### config.mk
export PLATFORM = sky130hd
export DESIGN_NAME = softusb_dmem_arb
export DESIGN_NICKNAME = d
export VERILOG_FILES = /design/src/rtl/softusb_dmem_arb.sv
export SDC_FILE = /design/constraint.sdc
export NUM_CORES = 1
export LEC_CHECK = 0
export BUFFER_PORTS_ARGS = -buffer_cell sky130_fd_sc_hd__buf_2
export CAP_MARGIN = 30
export CORE_MARGIN = 2
export CORE_UTILIZATION = 41
export CTS_BUF_LIST = sky130_fd_sc_hd__clkbuf_4 sky130_fd_sc_hd__clkbuf_8
export CTS_CLUSTER_DIAMETER = 120
export DETAILED_ROUTE_END_ITERATION = 8
export GPL_ROUTABILITY_DRIVEN = 0
export PLACE_DENSITY = 0.92
export SLEW_MARGIN = 20
export SYNTH_ARGS = -nofsm -noshare
export SYNTH_HDL_FRONTEND = slang
export SYNTH_SLANG_ARGS = --single-unit
### constraint.sdc
create_clock -name clk -period 2.8 [get_ports clk]
set_clock_uncertainty 0.15 [all_clocks]
set_input_delay 0.28 -clock clk [delete_from_list [all_inputs] [get_ports clk]]
set_output_delay 0.28 -clock clk [all_outputs]
set_load 0.02 [all_outputs]
### src/rtl/softusb_dmem_arb.sv
// Data-memory arbiter: CPU normally owns the single RAM port; DMA takes idle
// cycles and forces a steal after MAX_WAIT cycles of waiting behind the CPU.
module softusb_dmem_arb #(
    parameter int DMEM_WIDTH = 13,
    parameter int MAX_WAIT   = 4
) (
    input  logic                  clk,
    input  logic                  rst,

    input  logic                  cpu_en,
    input  logic                  cpu_we,
    input  logic [DMEM_WIDTH-1:0] cpu_a,
    input  logic [7:0]            cpu_do,
    output logic [7:0]            cpu_di,
    output logic                  cpu_stall,

    input  logic                  dma_req,
    input  logic                  dma_we,
    input  logic [DMEM_WIDTH-1:0] dma_a,
    input  logic [7:0]            dma_do,
    output logic                  dma_ack,
    output logic [7:0]            dma_di,
    output logic                  dma_rvalid,

    output logic                  mem_we,
    output logic [DMEM_WIDTH-1:0] mem_a,
    output logic [7:0]            mem_do,
    input  logic [7:0]            mem_di,

    output logic [15:0]           steal_cnt
);

    localparam logic [3:0] WAIT_LIMIT = 4'(MAX_WAIT);

    logic [3:0] wait_cnt;
    logic       dma_owns;
    logic       forced;
    logic       rvalid_q;

    assign dma_owns  = dma_req & (~cpu_en | (wait_cnt == WAIT_LIMIT));
    assign dma_ack   = dma_owns & ~rst;
    assign forced    = dma_ack & cpu_en;
    assign cpu_stall = forced;

    always_comb begin
        mem_a  = cpu_a;
        mem_do = cpu_do;
        mem_we = 1'b0;
        if (!rst) begin
            if (dma_owns) begin
                mem_a  = dma_a;
                mem_do = dma_do;
                mem_we = dma_we;
            end else begin
                mem_we = cpu_en & cpu_we;
            end
        end else if (dma_owns) begin
            mem_a  = dma_a;
            mem_do = dma_do;
        end
    end

    assign cpu_di = mem_di;
    assign dma_di = mem_di;

    // Masking with rst kills a read-data pulse left over from an ack taken just before reset.
    assign dma_rvalid = rvalid_q & ~rst;

    always_ff @(posedge clk) begin
        if (rst) begin
            wait_cnt  <= 4'd0;
            rvalid_q  <= 1'b0;
            steal_cnt <= 16'd0;
        end else begin
            if (!dma_req || dma_ack)
                wait_cnt <= 4'd0;
            else if (wait_cnt != WAIT_LIMIT)
                wait_cnt <= wait_cnt + 4'd1;
            rvalid_q <= dma_ack & ~dma_we;
            if (forced && steal_cnt != 16'hFFFF)
                steal_cnt <= steal_cnt + 16'd1;
        end
    end

endmodule

==> impl_metrics.tcl, run 1 <==
set metrics [dict create \
    drive_gt1_share_pct 51.0 \
    cp.arrival_ps 2070 \
    intPower_uw 433 \
    vias 1530 \
    die_h_um 63.7 \
    p_per_area_nw_per_um2 323 \
    yosysWarnings 0 \
    cts_root_buf "clkbuf_4" \
    worst_hold_slack_ps 168 \
    hold_path.class "input port to register" \
    total_power_uw 602 \
    switching_share_pct 28.2 \
    cp-end-kind "output pin" \
    io_pins 113 \
    die_area_um2 4060 \
    numPortBuffers 88 \
    hold_violations 0 \
    synth_edf_count 0 \
    yosysMostFrequentCell "mux2_2" \
    routed.top_layer "met4" \
    yosys.area.top_type "dfxtp_1" \
    p_sw_uw 170 \
    totalNegativeSetupSlack_ps 0 \
    fmax_mhz 400 \
    syn_area_um2 1460 \
    ys_types 31 \
    synth_seq_area_share_pct 28.8 \
    final_nets 301 \
    wl_met2_um 2150 \
    antenna_found_initial 0 \
    grt_max_degree 24 \
    synth_common_cells "mux2_2 (24), dfxtp_1 (21), buf_4 (16)" \
    met3_length_um 331 \
    hpwl_um 3210 \
    grtUsageTotal_pct 20.0 \
    synth_nets 228 \
    clk_pin_slew_ps 120 \
    rows 21 \
    drt-met1-wl_um 1460 \
    cts_made_buffers 3 \
    drv_slew 0 \
    crit_type "register to output pin" \
    start_util_pct 43.1 \
    drt_iter0_drc 161 \
    peakVddDrop_v 0.000196 \
    drt_wl_total_um 3960 \
    crit_fanout 23 \
    cts.sinks 21 \
    ant_nets 0 \
    p_clk_share_pct 26.3 \
    final.fill_count 304 \
    avgSynthCellArea_um2 8.65 \
    cellLeakagePower_uw 0.000834 \
    first_pass_iters 4 \
    ys_seq_elements 21 \
    area_growth_pct 27.8 \
    slew_headroom_pct 72.9 \
    grt_overflow 0 \
    async_flop_share_pct 0 \
    grt_pass1_wl_um 6400 \
    hold-path-cell-count 3 \
    coreArea_um2 3390 \
    period_share_pct 89.2 \
    drv_cap 0 \
    pwr-share-comb_pct 23.8 \
    grt_pass1_vias 1408 \
    cts_tree "done" \
    htreeDepth 1 \
    setup_viol 0 \
    die_w_um 63.7 \
    yosys-top-cells-area "dfxtp_1 (29%), mux2_2 (18%), buf_4 (8.2%)" \
    remaining_drc_errors 0 \
    r2r_cells 5 \
    max_slew.worst_pin.slew_ps 406 \
    synth_ff_type "dfxtp_1" \
    cts_resized 0 \
    pwr-share-seq_pct 49.9 \
    syn_inst 169 \
    critPathLaunchType "register" \
    worstPathRequired_ps 2370 \
    clock_path_buffers 2 \
    status "finished, final reports clean" \
    vias_per_cell 5.33 \
    utilization_pct 55.1 \
    detail_route.wl_per_cell_um 13.8 \
    clk-insertion-delay-late_ps 310 \
    yosys.area.top_type_share_pct 28.8 \
    num_antenna_cells 0 \
    min_period_ps 2500 \
    grt_setup_unrepaired "no" \
]
==> cell type report <==
cell class,count,area [µm²],area share [%]
Inverter,6,22.5,1.21
Clock buffer,4,30.0,1.61
Multi-Input combinational cell,118,865,46.3
Timing Repair Buffer,92,473,25.3
Sequential cell,21,420,22.5
Tap cell,46,57.6,3.08
==> final timing paths <==
check,to,start,slack [ps]
hold reg to reg,wait_cnt[0]$_SDFFE_PP0N_,wait_cnt[0]$_SDFFE_PP0N_,330
hold / removal,wait_cnt[1]$_SDFFE_PP0N_,dma_req,170
setup / recovery,mem_a[3],wait_cnt[0]$_SDFFE_PP0N_,300
setup reg to reg,steal_cnt[14]$_SDFFE_PP0P_,steal_cnt[0]$_SDFFE_PP0P_,500
==> stage by stage <==
stage	instance area [µm²]	worst slack, ps	instances
final	1870	303	287
after global routing	1870	178	287
after CTS	1870	291	287
after detailed placement	1830	561	282
after floorplan	1460	556	169
after global placement	1830	613	282
==> registers in the layout, indices dropped and copies added (netlist names) <==
| name | cells |
|---|---|
| rvalid_q | 1 |
| steal_cnt | 16 |
| wait_cnt | 4 |
==> repair_timing <==
item                      4_1_cts  5_1_grt
setup buffers                   0        0
hold endpoints to repair        1        0
hold buffers                    1        0
==> cell usage in the layout (no fill, tap or decap) <==
| cell type | count |
|---|---|
| nor3_1 | 3 |
| clkbuf_4 | 4 |
| nor2b_1 | 5 |
| o311ai_0 | 1 |
| nor2_1 | 8 |
| dlygate4sd3_1 | 1 |
| or2_2 | 1 |
| xnor2_1 | 1 |
| mux2i_1 | 1 |
| nand2_1 | 8 |
| or4_4 | 1 |
| or4_1 | 9 |
| or3_1 | 4 |
| and3_1 | 3 |
| mux2_2 | 24 |
| nand3_1 | 6 |
| buf_4 | 3 |
| o211ai_1 | 2 |
| a21boi_2 | 1 |
| nand3b_1 | 2 |
| o31ai_1 | 8 |
| inv_1 | 6 |
| nor4_1 | 3 |
| dfxtp_1 | 21 |
| a21oi_1 | 13 |
| nand4_1 | 4 |
| o21ai_0 | 5 |
| ha_1 | 3 |
| nand3b_4 | 1 |
| buf_2 | 88 |
| nor4b_1 | 1 |
==> power groups by stage <==
stage | sequential [µW] | clock, µW | combinational [µW]
5_1_grt | 301 | 180 | 152
3_5_place_dp | 307 | 0 | 143
6_report | 301 | 159 | 143
2_1_floorplan | 307 | 0 | 111
4_1_cts | 301 | 163 | 145
3_3_place_gp | 307 | 0 | 141
==> worst max-delay path: stages, from the launching register on <==
cell      delay, ps
dfxtp_1         360
inv_1            60
ha_1            210
nand3b_4        130
a21boi_2        150
buf_4           280
mux2_2          400
buf_2           170
==> cell families (layout without fill, tap and decap cells) <==
family | after synthesis | count (layout) | share of synthesized area [%]
adders and majority gates | 3 | 3 | 2.57
xor gates and xnor gates | 1 | 1 | 0.599
buffers and inverters | 30 | 102 | 12.3
DFF | 21 | 21 | 28.8
AOI/OAI and AO/OA | 30 | 30 | 12.4
and+or+nand+nor | 59 | 59 | 24.1
muxes | 25 | 25 | 19.2
==> metal layers <==
layer | vias to the layer above | GRT usage [%]
met5 | - | 0
met2 | 85 | 39.2
met1 | 694 | 21.2
li1 | 749 | -
met3 | 2 | 5.18
met4 | 0 | 3.53
(Power assumes the default switching activity.)
==> run 2: changes to the inputs <==
--- a/config.mk
+++ b/config.mk
@@ -7,6 +7,7 @@
 export LEC_CHECK = 0
 export BUFFER_PORTS_ARGS = -buffer_cell sky130_fd_sc_hd__buf_2
 export CAP_MARGIN = 30
+export CORE_ASPECT_RATIO = 1.4
 export CORE_MARGIN = 2
 export CORE_UTILIZATION = 41
 export CTS_BUF_LIST = sky130_fd_sc_hd__clkbuf_4 sky130_fd_sc_hd__clkbuf_8
@@ -14,6 +15,7 @@
 export DETAILED_ROUTE_END_ITERATION = 8
 export GPL_ROUTABILITY_DRIVEN = 0
 export PLACE_DENSITY = 0.92
+export REMOVE_ABC_BUFFERS = 1
 export SLEW_MARGIN = 20
 export SYNTH_ARGS = -nofsm -noshare
 export SYNTH_HDL_FRONTEND = slang
==> impl_metrics.tcl, run 2 (synthesis gave the netlist of run 1 again) <==
set metrics [dict create \
    status "finished, final reports clean" \
    final.fill_count 316 \
    grtUsageMet2_pct 36.1 \
    num_antenna_cells 0 \
    ant_nets 0 \
    htreeDepth 1 \
    period_share_pct 86.2 \
    hold-path-cell-count 2 \
    drv_cap 0 \
    layout_commonest_cell "buf_2" \
    use_met3_pct 7.34 \
    worst_hold_slack_ps 41.1 \
    clock_path_buffers 2 \
    crit_fanout 23 \
    hpwl_um 3400 \
    antenna_found_initial 0 \
    use_met1_pct 24.0 \
    cts_hold_repair.buffers 0 \
    crit_type "register to output pin" \
    drt_wl_total_um 4090 \
    path_delay_family "buffers and inverters" \
    hold_violations 0 \
    hold_path.class "input port to register" \
    cts_root_buf "clkbuf_8" \
    worstPathRequired_ps 2370 \
    drive_gt1_share_pct 51.5 \
    first_pass_iters 5 \
    totalNegativeSetupSlack_ps 0 \
    grt_setup_unrepaired "no" \
    dp_slack_ps 542 \
    setup_viol 0 \
    cts_tree "done" \
    r2r-start "steal_cnt[0]$_SDFFE_PP0P_" \
    die_h_um 74.6 \
    cp-end-kind "output pin" \
    peakVddDrop_v 0.000213 \
    path_cells "inv_1, ha_1, nand3b_4, a21boi_2, buf_4, mux2_2, buf_2" \
    cp.arrival_ps 1980 \
    cts.sinks 21 \
    largest_reg_flops 16 \
    reg2reg_to "steal_cnt[14]$_SDFFE_PP0P_" \
    cellLeakagePower_uw 0.000841 \
    grt_pass1_wl_um 6240 \
    drt_iter0_drc 58 \
    grt_max_degree 24 \
    drv_slew 0 \
    cp_slowest_cell "mux2_2" \
    detail_route.wl_per_cell_um 14.6 \
    slew_headroom_pct 75.8 \
    r2r_setup_slack_ps 480 \
    fmax_mhz 414 \
    min_period_ps 2410 \
    die_area_um2 4060 \
    die_w_um 54.5 \
    rows 25 \
    remaining_drc_errors 0 \
    clk_pin_slew_ps 70 \
    hp-start "dma_we" \
    vias 1566 \
    final_cell_mix "buf_2 (88), mux2_2 (24), dfxtp_1 (21)" \
    start_util_pct 42.9 \
    coreArea_um2 3410 \
    top_regs "steal_cnt: 16 flops, wait_cnt: 4 flops, rvalid_q: 1 flops" \
    setup_slack_ps 387 \
    top_register "steal_cnt" \
    critPathLaunchType "register" \
    area_growth_pct 28.3 \
    grt_overflow 0 \
    grtUsageTotal_pct 21.0 \
    vias_per_cell 5.57 \
    p_per_area_nw_per_um2 345 \
    io_pins 113 \
    cts_resized 0 \
    critPathBufInv 3 \
    postCtsSetupBuffers 0 \
    r2r_cells 5 \
    top_usage_layer "met2" \
    max_slew.worst_pin.slew_ps 358 \
    numPortBuffers 88 \
    grt_pass1_vias 1420 \
    final_nets 301 \
    holdPathEnd "rvalid_q$_SDFF_PP0_" \
    clk-insertion-delay-late_ps 270 \
    max_stage_delay_ps 390 \
    cts_made_buffers 3 \
]
==> run 2: changes by cell type in the layout (fill, tap and decap cells not counted), sizes merged <==
cell,change
dlygate4sd3,-1
buf,+1
clkbuf,-1
clkinv,+1
==> run 2: routing by layer <==
metal	vias up	part of all wire, %
met5	-	0
met4	0	1.2
met3	5	14
met2	103	49
met1	709	36
li1	749	-
==> run 2: area by class of cell <==
| type | count | area (µm²) | share of cell area, % |
|---|---|---|---|
| inverter | 6 | 22.5 | 1.20 |
| timing repair buffer | 92 | 470 | 25.1 |
| clock inverter | 1 | 5.00 | 0.267 |
| tap | 40 | 50.0 | 2.67 |
| clock buffer | 3 | 41.3 | 2.20 |
| sequential | 21 | 420 | 22.4 |
| multi-input combinational | 118 | 865 | 46.1 |
==> run 2: worst max path at each step <==
stage / slack (ps) / from / end / depth (start not counted)
final: 390 / wait_cnt[0]$_SDFFE_PP0N_ / mem_a[7] / 7
after global routing: 300 / wait_cnt[0]$_SDFFE_PP0N_ / mem_a[7] / 7
after CTS: 370 / wait_cnt[0]$_SDFFE_PP0N_ / mem_a[7] / 7
after detailed placement: 540 / steal_cnt[0]$_SDFFE_PP0P_ / steal_cnt[14]$_SDFFE_PP0P_ / 5
after global placement: 610 / wait_cnt[0]$_SDFFE_PP0N_ / steal_cnt[11]$_SDFFE_PP0P_ / 6
after floorplan: 80 / wait_cnt[0]$_SDFFE_PP0N_ / mem_we / 6
==> run 2: per-stage QoR <==
| stage | total power, µW | util (%) | instances | area [µm²] |
|---|---|---|---|---|
| floorplan | 381 | - | 145 | 1300 |
| global placement | 450 | 53.6 | 277 | 1830 |
| detailed placement | 452 | 53.6 | 277 | 1830 |
| CTS | 651 | 55.0 | 281 | 1870 |
| global route | 672 | 55.0 | 281 | 1870 |
| finish | 647 | 55.0 | 281 | 1870 |
==> run 2: power breakdown <==
| part | leakage, µW | total (µW) | switching [µW] | internal, µW |
|---|---|---|---|---|
| clock | 0.0000255 | 203 | 103 | 99.4 |
| combinational | 0.000647 | 144 | 77.6 | 66.7 |
| sequential | 0.000169 | 300 | 0.708 | 299 |
==> run 3: changes to the inputs <==
==> config.mk (replaced) <==
export PLATFORM = sky130hd
export DESIGN_NAME = softusb_dmem_arb
export DESIGN_NICKNAME = d
export VERILOG_FILES = /design/src/rtl/softusb_dmem_arb.sv
export SDC_FILE = /design/constraint.sdc
export NUM_CORES = 1
export LEC_CHECK = 0
export CAP_MARGIN = 30
export CORE_ASPECT_RATIO = 1.4
export CORE_UTILIZATION = 65
export CTS_BUF_LIST = sky130_fd_sc_hd__clkbuf_4 sky130_fd_sc_hd__clkbuf_8
export CTS_CLUSTER_DIAMETER = 120
export DETAILED_ROUTE_END_ITERATION = 8
export DONT_BUFFER_PORTS = 1
export GPL_ROUTABILITY_DRIVEN = 0
export PLACE_DENSITY = 0.9
export REMOVE_ABC_BUFFERS = 1
export SETUP_SLACK_MARGIN = 0.2
export SLEW_MARGIN = 20
export SYNTH_ARGS = -nofsm -noshare
export SYNTH_HDL_FRONTEND = slang
export SYNTH_SLANG_ARGS = --single-unit
==> impl_metrics.tcl, run 3 (synthesis gave the netlist of run 1 again) <==
set metrics [dict create \
    status "finished, final reports clean" \
    cts_made_buffers 3 \
    cts_tree "done" \
    endpoint "mem_a[6]" \
    num_antenna_cells 0 \
    largest_reg_flops 16 \
    wl_met2_um 2000 \
    die_w_um 42.1 \
    detail_route.wl_per_cell_um 21.1 \
    layout_commonest_cell "mux2_2" \
    hold_path.class "input port to register" \
    htreeDepth 1 \
    top_register "steal_cnt" \
    grt_overflow 0 \
    p_per_area_nw_per_um2 381 \
    dp_slack_ps 382 \
    clk_pin_slew_ps 120 \
    grt_pass1_wl_um 5460 \
    grt_pass1_vias 1163 \
    coreArea_um2 2040 \
    crit_type "register to output pin" \
    met3_length_um 438 \
    totalNegativeSetupSlack_ps 0 \
    die_area_um2 2440 \
    r2r-start "steal_cnt[0]$_SDFFE_PP0P_" \
    io_pins 113 \
    hold_violations 0 \
    switching_share_pct 28.7 \
    cts.sinks 21 \
    reg2reg_to "steal_cnt[14]$_SDFFE_PP0P_" \
    hpwl_um 2870 \
    cellLeakagePower_uw 0.000465 \
    slew_headroom_pct 68.5 \
    cts_root_buf "clkbuf_4" \
    top_regs "steal_cnt: 16 flops, wait_cnt: 4 flops, rvalid_q: 1 flops" \
    drt_wl_total_um 3720 \
    area_growth_pct -3.25 \
    period_share_pct 85.4 \
    grtUsageTotal_pct 29.6 \
    cp-end-kind "output pin" \
    drt-met1-wl_um 1180 \
    placed_area_um2 1360 \
    crit_fanout 23 \
    vias_per_cell 7.30 \
    vias 1284 \
    final_cell_mix "mux2_2 (24), dfxtp_1 (19), a21oi_1 (13)" \
    peakVddDrop_v 0.000354 \
    cp.arrival_ps 1960 \
    setup_viol 0 \
    worstPathRequired_ps 2370 \
    intPower_uw 384 \
    routed.top_layer "met4" \
    crit_start "wait_cnt[0]$_SDFFE_PP0N_" \
    grt_setup_unrepaired "no" \
    antenna_found_initial 0 \
    p_sw_uw 154 \
    utilization_pct 69.2 \
    drv_cap 0 \
    multi_input_area_um2 865 \
    pwr-share-seq_pct 55.8 \
    p_clk_share_pct 27.6 \
    ant_nets 0 \
    drive_gt1_share_pct 24.5 \
    clock_path_buffers 2 \
    rows 19 \
    final-seq-area_um2 423 \
    numPortBuffers 0 \
    first_pass_iters 5 \
    min_period_ps 2390 \
    total_power_uw 539 \
    r2r_setup_slack_ps 450 \
    drv_slew 0 \
    critPathLaunchType "register" \
    r2r_cells 5 \
    clk-insertion-delay-late_ps 310 \
    grt_max_degree 24 \
    final.fill_count 169 \
    drt_iter0_drc 24 \
    fmax_mhz 418 \
    max_slew.worst_pin.slew_ps 471 \
    final_nets 215 \
    remaining_drc_errors 0 \
    die_h_um 58.1 \
    start_util_pct 71.5 \
    hold-path-cell-count 2 \
    stdcell_area_um2 1410 \
    pwr-share-comb_pct 16.7 \
    setup_slack_ps 409 \
]
run 3: metal layers:
metal  vias to the layer above  track usage [%]
li1                        580                -
met1                       587             29.0
met2                       108             52.7
met3                         9             12.5
met4                         0             15.6
met5                         -                0
run 3: cell type report:
cell class              instances  share of cell area [%]
multi-input cells             118                    61.2
flip-flops and latches         21                    29.9
repair buffers                  6                    3.54
well taps                      21                    1.86
clock buffers                   3                    1.59
inverters                       6                    1.59
clock inverters                 1                   0.354
run 3: through the flow:
step                      cells  hold WS, ps
after global placement      170          201
after global routing        176         45.8
after floorplan             145          199
after detailed placement    170          203
after CTS                   176         30.9
final                       176         25.0
run 3: what timing repair did:
action | 4_1_cts | 5_1_grt
setup endpoints to repair | 0 | 2
hold endpoints to repair | 13 | 0
hold buffers | 2 | 0
buffers inserted | 0 | 0
gates resized for setup | 0 | 2
run 3: worst min-delay path by stage:
stage                       start                         end  slack, ps
after floorplan               rst   steal_cnt[0]$_SDFFE_PP0P_        200
after global placement        rst  steal_cnt[10]$_SDFFE_PP0P_        200
after detailed placement      rst   steal_cnt[9]$_SDFFE_PP0P_        200
after CTS                 dma_req    wait_cnt[2]$_SDFFE_PP0N_         30
after global routing      dma_req    wait_cnt[1]$_SDFFE_PP0N_         50
final                     dma_req    wait_cnt[1]$_SDFFE_PP0N_         20
run 3: power by group through the flow:
| stage | clock network [µW] | logic, µW | registers [µW] |
|---|---|---|---|
| after floorplan | 0 | 73.6 | 307 |
| after global placement | 0 | 84.0 | 307 |
| after detailed placement | 0 | 84.9 | 307 |
| after CTS | 151 | 89.8 | 301 |
| after global routing | 162 | 92.5 | 301 |
| final | 149 | 89.7 | 301 |
run 3: worst max-delay path, stage by stage, from the launching register on:
cell and delay [ps]:
dfxtp_1 360, inv_1 60, ha_1 200, nand3b_4 140, a21boi_2 150, buf_4 280
mux2_2 460
